File: config.mk
export PLATFORM = sky130hd
export DESIGN_NAME = prog_mem_loader
export DESIGN_NICKNAME = d
export VERILOG_FILES = /design/src/rtl/prog_mem_loader.sv
export SDC_FILE = /design/constraint.sdc
export NUM_CORES = 1
export LEC_CHECK = 0
export ABC_CLOCK_PERIOD_IN_PS = 2300
export CAP_MARGIN = 10
export CELL_PAD_IN_SITES_DETAIL_PLACEMENT = 0
export CELL_PAD_IN_SITES_GLOBAL_PLACEMENT = 1
export CORE_MARGIN = 4
export CORE_UTILIZATION = 36
export DETAILED_ROUTE_END_ITERATION = 8
export PLACE_DENSITY = 0.76
export SLEW_MARGIN = 0
export SYNTH_ARGS = -nofsm -noshare
export SYNTH_HDL_FRONTEND = slang
export SYNTH_SLANG_ARGS = --single-unit
File: constraint.sdc
create_clock -name clk -period 2.3 [get_ports clk]
set_clock_uncertainty 0.15 [all_clocks]
set_input_delay 0.345 -clock clk [delete_from_list [all_inputs] [get_ports clk]]
set_output_delay 0.345 -clock clk [all_outputs]
set_load 0.05 [all_outputs]
File: src/rtl/prog_mem_loader.sv
// rtl/prog_mem_loader.sv - byte-stream loader filling program memory while holding the core in reset
// Define LOADER_CHECKSUM_EN to require a trailing 8-bit additive checksum byte.
module prog_mem_loader #(
    parameter int PC_WIDTH   = 9,
    parameter int INST_WIDTH = 12,
    parameter int DEPTH      = 512
) (
    input  logic                  clk,
    input  logic                  rst,
    input  logic                  start,
    input  logic [7:0]            rx_data,
    input  logic                  rx_valid,
    output logic                  rx_ready,
    output logic                  mem_we,
    output logic [PC_WIDTH-1:0]   mem_addr,
    output logic [INST_WIDTH-1:0] mem_wdata,
    output logic                  busy,
    output logic                  done,
    output logic                  err,
    output logic                  cpu_hold
);
    localparam logic [16:0] MaxCount = 17'(DEPTH);

`ifdef LOADER_CHECKSUM_EN
    typedef enum logic [2:0] {IDLE, CNT0, CNT1, LO, HI, WR, CHK, DONE} stateType;
`else
    typedef enum logic [2:0] {IDLE, CNT0, CNT1, LO, HI, WR, DONE} stateType;
`endif

    stateType    state, nextState;
    logic [7:0]  countLo;
    logic [7:0]  loByte;
    logic [15:0] remaining;
    logic [15:0] rxCount;
    logic        xfer;
    logic        countBad;
    logic        lastWord;
`ifdef LOADER_CHECKSUM_EN
    logic [7:0]  sum;
`endif

    assign xfer     = rx_valid && rx_ready;
    assign rxCount  = {rx_data, countLo};
    assign countBad = (rxCount == 16'd0) || ({1'b0, rxCount} > MaxCount);
    assign lastWord = (remaining == 16'd1);

    always_ff @(posedge clk) begin
        if (rst) state <= IDLE;
        else     state <= nextState;
    end

    // Byte-accepting states only look at rx_valid here, since rx_ready is 1 in all of them.
    always_comb begin
        nextState = state;
        rx_ready  = 1'b0;
        mem_we    = 1'b0;
        busy      = 1'b1;
        case (state)
            IDLE: begin
                busy = 1'b0;
                if (start) nextState = CNT0;
            end
            CNT0: begin
                rx_ready = 1'b1;
                if (rx_valid) nextState = CNT1;
            end
            CNT1: begin
                rx_ready = 1'b1;
                if (rx_valid) nextState = countBad ? DONE : LO;
            end
            LO: begin
                rx_ready = 1'b1;
                if (rx_valid) nextState = HI;
            end
            HI: begin
                rx_ready = 1'b1;
                if (rx_valid) nextState = WR;
            end
            WR: begin
                mem_we = 1'b1;
`ifdef LOADER_CHECKSUM_EN
                nextState = lastWord ? CHK : LO;
`else
                nextState = lastWord ? DONE : LO;
`endif
            end
`ifdef LOADER_CHECKSUM_EN
            CHK: begin
                rx_ready = 1'b1;
                if (rx_valid) nextState = DONE;
            end
`endif
            DONE: begin
                busy      = 1'b0;
                nextState = IDLE;
            end
            default: begin
                busy      = 1'b0;
                nextState = IDLE;
            end
        endcase
    end

    always_ff @(posedge clk) begin
        if (rst) begin
            countLo   <= 8'd0;
            loByte    <= 8'd0;
            remaining <= 16'd0;
            mem_addr  <= '0;
            mem_wdata <= '0;
            done      <= 1'b0;
            err       <= 1'b0;
            cpu_hold  <= 1'b1;
`ifdef LOADER_CHECKSUM_EN
            sum       <= 8'd0;
`endif
        end else begin
            case (state)
                IDLE: if (start) begin
                    done     <= 1'b0;
                    err      <= 1'b0;
                    cpu_hold <= 1'b1;
                    mem_addr <= '0;
`ifdef LOADER_CHECKSUM_EN
                    sum      <= 8'd0;
`endif
                end
                CNT0: if (xfer) countLo <= rx_data;
                CNT1: if (xfer) begin
                    remaining <= rxCount;
                    if (countBad) err <= 1'b1;
                end
                LO: if (xfer) begin
                    loByte <= rx_data;
`ifdef LOADER_CHECKSUM_EN
                    sum    <= sum + rx_data;
`endif
                end
                HI: if (xfer) begin
                    mem_wdata <= {rx_data[INST_WIDTH-9:0], loByte};
`ifdef LOADER_CHECKSUM_EN
                    sum       <= sum + rx_data;
`endif
                end
                WR: begin
                    remaining <= remaining - 16'd1;
                    mem_addr  <= mem_addr + PC_WIDTH'(1);
                end
`ifdef LOADER_CHECKSUM_EN
                CHK: if (xfer && (rx_data != sum)) err <= 1'b1;
`endif
                DONE: begin
                    done     <= !err;
                    cpu_hold <= err;
                end
                default: ;
            endcase
        end
    end
endmodule
---- Word level (Yosys, flattened, before mapping) ----
Index checks and enable logic that the tools add are counted.
word-level totals
  register bits ........................... 59
  output and inout bits ................... 27
operators by class
  add/subtract/negate cells ............... 2
  $lt $le $gt $ge ......................... 1
  equality and inequality tests ........... 14
  multiplexer cells ....................... 22
  reduce and logical (&&, ||, !) cells .... 19
operators by type and width
  operator                                                                           number
  16-bit case mux with 2 select lines                                                1
  3-bit 2-to-1 mux                                                                   7
  3-bit case mux with 6 select lines                                                 1
  9-bit case mux with 2 select lines                                                 1
  16-bit by 1-bit == test with 1-bit output, second input constant                   1
  16-bit by 10-bit greater-than comparator with 1-bit output, second input constant  1
  16-bit zero test                                                                   1
  16-bit 2-to-1 mux                                                                  1
  16-bit by 1-bit subtractor with 16-bit output, second input constant               1
  2-bit inequality test, second input constant                                       7
  2-bit AND reduction                                                                6
  9-bit by 1-bit adder with 9-bit output, second input constant                      1
  3-bit == test, second input constant                                               3
  9-bit 2-to-1 mux                                                                   1
  2-bit nonzero test                                                                 4
  1-bit 2-to-1 mux                                                                   7
  3-bit by 2-bit == test with 1-bit output, second input constant                    2
  1-bit case mux with 2 select lines                                                 3
  5-bit AND reduction                                                                1
  5-bit OR reduction                                                                 1
  4-bit AND reduction                                                                1
  4-bit OR reduction                                                                 1
  3-bit by 1-bit == test with 1-bit output, second input constant                    1
  3-bit zero test                                                                    1
  3 further kinds                                                                    3

---- Logic depth before layout (Yosys ltp) ----
Gate-level depths: netlist (run 1).
  depth after elaboration ................. 6
  depth in mapped cells ................... 7

---- Least setup slack after synthesis (run 1) ----
No wires, ideal clock.
  path kind ............................... register to register
  from .................................... register state[2]
  to ...................................... register mem_addr[4]
  setup time .............................. 0.078 ns
  arrival ................................. 2.058 ns
  slack ................................... 0.015 ns
  stages on the path, launching flop included .. 8
  path buffers ............................ 2
  period minus slack after synthesis ...... 2.285 ns
  cells stage by stage .................... dfxtp_1 > clkbuf_1 > nand3b_1 > inv_1 > clkbuf_1 > nand3_1 > xor2_1 > nor3_1
on the way
  word-level cells in the longest chain between the ends .. 3
  elaborated cells on any way between the ends .. 6
ends and longest elaborated chain
  element                                                                       RTL line  source
  start: declaration                                                            30        stateType state, nextState;
  start signal: assignment                                                      49        else state <= nextState;
  3-bit == test / 3-bit zero test (equally long branches)                       118       case (state)
  2-bit nonzero test (no line) / 2-bit inequality test (equally long branches)  n/a
  2-bit AND reduction (no line)                                                 n/a
  end signal: assignment                                                        147       mem_addr <= mem_addr + PC_WIDTH'(1);
  end: declaration                                                              15        output logic [PC_WIDTH-1:0] mem_addr,
Several ways; a longest one is shown, not always the timed one.
A chain may end at the register's enable or synchronous reset.

---- Worst setup path in the final report (run 1) ----
  from .................................... register remaining[3]
  to ...................................... register remaining[14]
on the way
  word-level cells in the longest chain between the ends .. 2
ends and longest elaborated chain
  element                                        RTL line  source
  start: declaration                             33        logic [15:0] remaining;
  start signal: assignment                       130       remaining <= rxCount;
  start signal: assignment                       146       remaining <= remaining - 16'd1;
  16-bit by 1-bit subtractor with 16-bit output  146
  16-bit case mux with 2 select lines            118
Every way passes these cells.

==> results.toml, run 1 <==
[floorplanning]
io_pins = 39
die_x_um = 96.82
die_area_um2 = 9374
num_rows = 32
fp.coreArea_um2 = 7687
die_h_um = 96.82
initial_utilization_pct = 36.95

[global_route]
grt_overflow = 0
grt_max_degree = 36
grt_first_pass_wirelength_mm = 13.34
grt_pass1_vias = 2699
antenna_found_initial = 0
grt_util_all_layers_pct = 17.44

[final_layout]
insertedDiodeCount = 0
syn2layout_area_growth_pct = 29.69
nFillCells = 802
drive_gt1_share_pct = 15.98
final_area_um2 = 3684
final_core_util_pct = 47.92
layout.nets = 424
multi_input_area_um2 = 1539
ff_latch_area_um2 = 1185

[clock_tree]
clk_latency_ps = 350
cts_sinks = 59
cts_root_buf = "clkbuf_8"
clock_path_buffers = 2
clk_pin_slew_ps = 70
cts_htree_levels = 3
cts_buffers = 9
cts_tree = "done"

[power_and_ir_drop]
combinationalPowerShare_pct = 16.5
p_switching_w = 0.0007194
cellLeakagePower_nw = 1.311
finalPower_w = 0.002478
clkPwrFrac_pct = 39.5
p_sw_share_pct = 29.03
p_int_w = 0.001759
p_per_area_nw_per_um2 = 672.7
peakVddDrop_uv = 353.5
p_seq_share_pct = 44.0

[drt]
drtIter0Drc = 106
antenna_left = 0
routed_wl_mm = 8.086
firstDrtPassIters = 4
via_count = 2798
wire_per_inst_um = 15.70
drc = 0
viasPerCell = 5.433

[sta]
worst_hold_slack_ps = 252.6
hold_viol = 0
fin_crit_sh_pct = 95.42
min_period_ps = 2195
fmax_mhz = 455.7
finalSetupTns_ps = 0
slew_viol_final = 0
worstMarginPinSlew_ps = 503.6
relSlewSlack_pct = 66.32
setup_viol = 0
rsz0062_at_grt = "false"

[placed_design]
dp_hpwl_mm = 5.711
port_buffers = 38
placed_area_um2 = 3447
gp_congestion = 0.8536

[status]
outcome = "completed"

[worst_setup_path]
endpoint_kind = "flop"
crit_family = "simple AND/OR/NAND/NOR gates"
path_common_cell = "or4_4"
cpMaxStageDelayCell = "or4_4"
cp_max_fo = 7
cp_num_buf_inv = 0
critical_path_class = "reg2reg"
cpPeakStageDelay_ps = 590
cp-start-kind = "flop"
arrival_ps = 2320
cp.required_ps = 2420
crit_chain = "or4_4 -> or4_4 -> or3_1 -> a31oi_1"

[yosys]
async_flop_share_pct = 0
synth_area_um2 = 2840
yosysUniqueCellTypes = 49
ys_ff_latch = 59
synth_edf_count = 0
synth_ff_type = "dfxtp_1"
avgSynthCellArea_um2 = 7.911
yosysWarnings = 0
syn_inst = 359
synth-seq-area-share_pct = 41.59
syn_nets = 375

[worst_hold_path]
hp-class = "in2reg"

[flow_run]
drv_cap = 0
## flip-flops by register name (all words and copies together) (netlist names)
signal,flops
mem_addr,9
mem_wdata,12
countLo,8
loByte,8
err,1
cpu_hold,1
remaining,16
state,3
done,1
## logic make-up after synthesis
logic type | after synthesis | synth area share [%]
compound gates | 88 | 19.29
xor+xnor | 3 | 0.9253
fa+ha+maj | 4 | 1.762
buf+inv | 34 | 4.581
flops | 59 | 41.59
mux | 8 | 3.040
simple gates | 163 | 28.81
## area by class of cell
type	instances	share of cell area [%]
flip-flops and latches	59	32.17
multi-input cells	266	41.78
well taps	102	3.465
clock inverters	6	1.766
inverters	6	0.7133
clock buffers	10	3.736
repair buffers	66	16.37
## worst paths after layout
| check | slack [ps] | end | from | depth (start not counted) |
|---|---|---|---|---|
| worst max-delay path | 110 | remaining[14] | remaining[3] | 4 |
| worst min-delay path | 250 | mem_addr[1] | rst | 2 |
| worst max register to register | 110 | remaining[14] | remaining[3] | 4 |
| worst min register to register | 300 | mem_wdata[0] | loByte[0] | 2 |
## through the flow
stage | instances | setup WS, ps
after detailed placement | 496 | 29.56
after global placement | 496 | 14.02
after CTS | 512 | 24.68
final | 515 | 105.4
after global routing | 515 | 35.46
after floorplan | 359 | 14.60
## metal layers
metal / GRT usage (%) / part of all wire [%] / up-vias
li1: - / - / 1388
met1: 22.81 / 46 / 1327
met2: 27.12 / 47 / 68
met3: 4.686 / 4.4 / 15
met4: 7.235 / 2.1 / 0
met5: 0 / 0 / -
## power by group through the flow
stage | logic, W | registers [W] | clock network, W
2_1_floorplan | 0.000257 | 0.00109 | 0
3_3_place_gp | 0.000402 | 0.00111 | 0
3_5_place_dp | 0.000405 | 0.00111 | 0
4_1_cts | 0.000408 | 0.00109 | 0.000997
5_1_grt | 0.000443 | 0.00109 | 0.00104
6_report | 0.000408 | 0.00109 | 0.000980
## cell usage in the layout, fill, tap and decap left out, drive strengths merged, types with 5 or more instances in the layout
cell type / synthesis / layout
a31oi: 14 / 14
nor2: 18 / 18
a21oi: 36 / 36
o21ai: 9 / 9
inv: 6 / 5
o211ai: 6 / 6
clkbuf: 27 / 10
or2: 5 / 5
buf: 1 / 32
dfxtp: 59 / 59
or3: 15 / 15
or4: 6 / 6
nand2: 73 / 73
clkdlybuf4s50: 0 / 34
mux2: 5 / 5
nand3: 9 / 9
## repair_timing
| item | in CTS | in global routing |
|---|---|---|
| buffers inserted | 0 | 3 |
| endpoints found under the setup margin | 1 | 5 |
| gates cloned | 0 | 0 |
| hold endpoints to repair | 0 | 0 |
| pin swaps | 0 | 0 |
| hold buffers | 0 | 0 |
| gates resized for setup | 4 | 1 |
## Yosys cell counts, drive strengths merged, types with 2 or more instances
cell type	instances	area, µm²
a31oi	14	87.58
nand2	73	274.0
o211ai	6	45.04
or2	5	31.28
a22oi	4	30.03
nor4b	2	17.52
nand2b	2	12.51
mux2i	3	30.03
nand3	9	45.04
nand4	4	25.02
xor2	2	17.52
clkbuf	27	102.6
nor2b	3	18.77
dfxtp	59	1181
o2111ai	2	17.52
and2	4	25.02
inv	6	22.52
nor3b	4	30.03
ha	4	50.05
o41ai	2	17.52
o311ai	4	35.03
nor3	4	20.02
nand3b	3	22.52
and3	3	18.77
a21oi	36	180.2
or4	6	48.80
a211oi	2	15.01
mux2	5	56.30
o22ai	2	12.51
o221ai	2	17.52
nor4	3	18.77
o21ai	9	45.04
or3	15	93.84
nor2	18	67.56
## worst reg2reg max path, stage by stage, from the launching register on
cell and delay [ps]:
dfxtp_1 360, or4_4 590, or4_4 550, or3_1 320, a31oi_1 150
(Power assumes the default switching activity.)
==> run 2: changes to the inputs <==
--- a/config.mk
+++ b/config.mk
@@ -12,7 +12,7 @@
 export CORE_MARGIN = 4
 export CORE_UTILIZATION = 36
 export DETAILED_ROUTE_END_ITERATION = 8
-export PLACE_DENSITY = 0.76
+export PLACE_DENSITY_LB_ADDON = 0.1
 export SLEW_MARGIN = 0
 export SYNTH_ARGS = -nofsm -noshare
 export SYNTH_HDL_FRONTEND = slang
==> run 2 against run 1 <==
  * Sequential share of layout area about the same
  * Combinational power up 3%
  * Sequential power hardly changed
  * Wire length shrank 1.9%
  * Critical path depth unchanged
  * Utilization down 0.16 points
  * Hold slack improved by 44 ps
==> results.toml, run 2 (synthesis gave the netlist of run 1 again) <==
[sta]
min_period_ps = 2207
worstMarginPinSlew_ps = 515.0
slew_viol_final = 0
rsz0062_at_grt = "false"
setup_viol = 0
fin_crit_sh_pct = 95.97
finalSetupTns_ps = 0
hold_viol = 0
fmax_mhz = 453.0
relSlewSlack_pct = 65.57

[power_and_ir_drop]
p_switching_w = 0.0007212
combinationalPowerShare_pct = 16.5
clkPwrFrac_pct = 41.9
cellLeakagePower_nw = 1.318
p_per_area_nw_per_um2 = 699.2
p_int_w = 0.001846
p_sw_share_pct = 28.10
p_seq_share_pct = 41.6
peakVddDrop_uv = 276.7

[clock_tree]
clock_path_buffers = 2
cts_buffers = 9
clk_pin_slew_ps = 80
hold_buffers = 0
clk_latency_ps = 330
cts_tree = "done"
postCtsSetupRepairBufs = 0
cts_htree_levels = 3
ctsResizeCount = 0
cts_sinks = 59
cts_root_buf = "clkbuf_8"

[worst_setup_path]
cp-start-kind = "flop"
endpoint_kind = "flop"
cp.required_ps = 2410
critical_path_class = "reg2reg"
crit_chain = "or4_1 -> or2_0 -> or4_1 -> a31oi_1"
cpMaxStageDelayCell = "or4_1"
cpPeakStageDelay_ps = 580
arrival_ps = 2320
path_common_cell = "or4_1"
cp_max_fo = 7

[global_route]
grt_max_degree = 34
grt_first_pass_wirelength_mm = 13.43
grt_overflow = 0
grt_util_all_layers_pct = 17.32
antenna_found_initial = 0
grt_pass1_vias = 2720

[drt]
routed_wl_mm = 7.935
wire_per_inst_um = 15.50
drtIter0Drc = 157
firstDrtPassIters = 4
drc = 0
viasPerCell = 5.322
antenna_left = 0
via_count = 2725

[placed_design]
placed_cells = 496
dp_hpwl_mm = 5.668
gp_congestion = 0.8132
port_buffers = 38

[final_layout]
reg.largest.list = "remaining (16), mem_wdata (12), mem_addr (9)"
drive_gt1_share_pct = 14.15
insertedDiodeCount = 0
largest_reg_flops = 16
nFillCells = 810
syn2layout_area_growth_pct = 29.25
fin_cells = 512
largest-register = "remaining"
layout_common_cells = "73 x nand2_1, 59 x dfxtp_1, 36 x a21oi_1"
final_common_cell = "nand2_1"
layout.nets = 421

[status]
outcome = "completed"

[floorplanning]
io_pins = 39
die_area_um2 = 9374
num_rows = 32
fp.coreArea_um2 = 7687
initial_utilization_pct = 36.95
die_h_um = 96.82
die_x_um = 96.82

[worst_hold_path]
hp-class = "in2reg"

[flow_run]
drv_cap = 0
[run 2: worst max-delay path, delay by kind of cell, from the launching register on]
family	cells	cell delay, ps
compound gates	1	180
flops	1	350
simple gates	3	1460
[run 2: through the flow]
| step | total power, W | instance area (µm²) | hold slack [ps] | setup WS, ps | util [%] |
|---|---|---|---|---|---|
| floorplan | 0.001349 | 2840 | 282.2 | 14.60 | - |
| global placement | 0.001515 | 3447 | 294.7 | 7.907 | 44.84 |
| detailed placement | 0.001516 | 3447 | 297.8 | 26.35 | 44.84 |
| CTS | 0.002596 | 3671 | 291.3 | 109.2 | 47.75 |
| global route | 0.002680 | 3671 | 311.8 | 4.572 | 47.75 |
| finish | 0.002567 | 3671 | 296.7 | 92.73 | 47.75 |
[run 2: path summary, 6_finish.rpt]
check	start	end	slack (ps)	depth (start not counted)
setup / recovery	remaining[3]	remaining[10]	90	4
hold / removal	rst	mem_addr[6]	300	2
setup reg to reg	remaining[3]	remaining[10]	90	4
hold reg to reg	loByte[4]	mem_wdata[4]	300	2
[run 2: power groups by stage]
| stage | sequential, W | combinational [W] | clock [W] |
|---|---|---|---|
| 3_5_place_dp | 0.00109 | 0.000424 | 0 |
| 5_1_grt | 0.00107 | 0.000462 | 0.00115 |
| 2_1_floorplan | 0.00109 | 0.000257 | 0 |
| 3_3_place_gp | 0.00109 | 0.000423 | 0 |
| 6_report | 0.00107 | 0.000422 | 0.00108 |
| 4_1_cts | 0.00107 | 0.000426 | 0.00110 |
[run 2: area by class of cell]
| type | count | area, µm² | share of cell area (%) |
|---|---|---|---|
| multi-input cells | 266 | 1535 | 41.82 |
| flip-flops and latches | 59 | 1181 | 32.17 |
| repair buffers | 63 | 580.6 | 15.81 |
| well taps | 102 | 127.6 | 3.476 |
| clock buffers | 9 | 123.9 | 3.374 |
| clock inverters | 7 | 100.1 | 2.727 |
| inverters | 6 | 22.52 | 0.6135 |
[run 2: metal layers]
layer / part of all wire (%) / GRT usage [%] / routed length [µm]
met2: 45 / 25.80 / 3540
met1: 50 / 24.35 / 3954
met3: 3.9 / 3.533 / 310
met4: 1.6 / 7.019 / 130
met5: 0 / 0 / 0
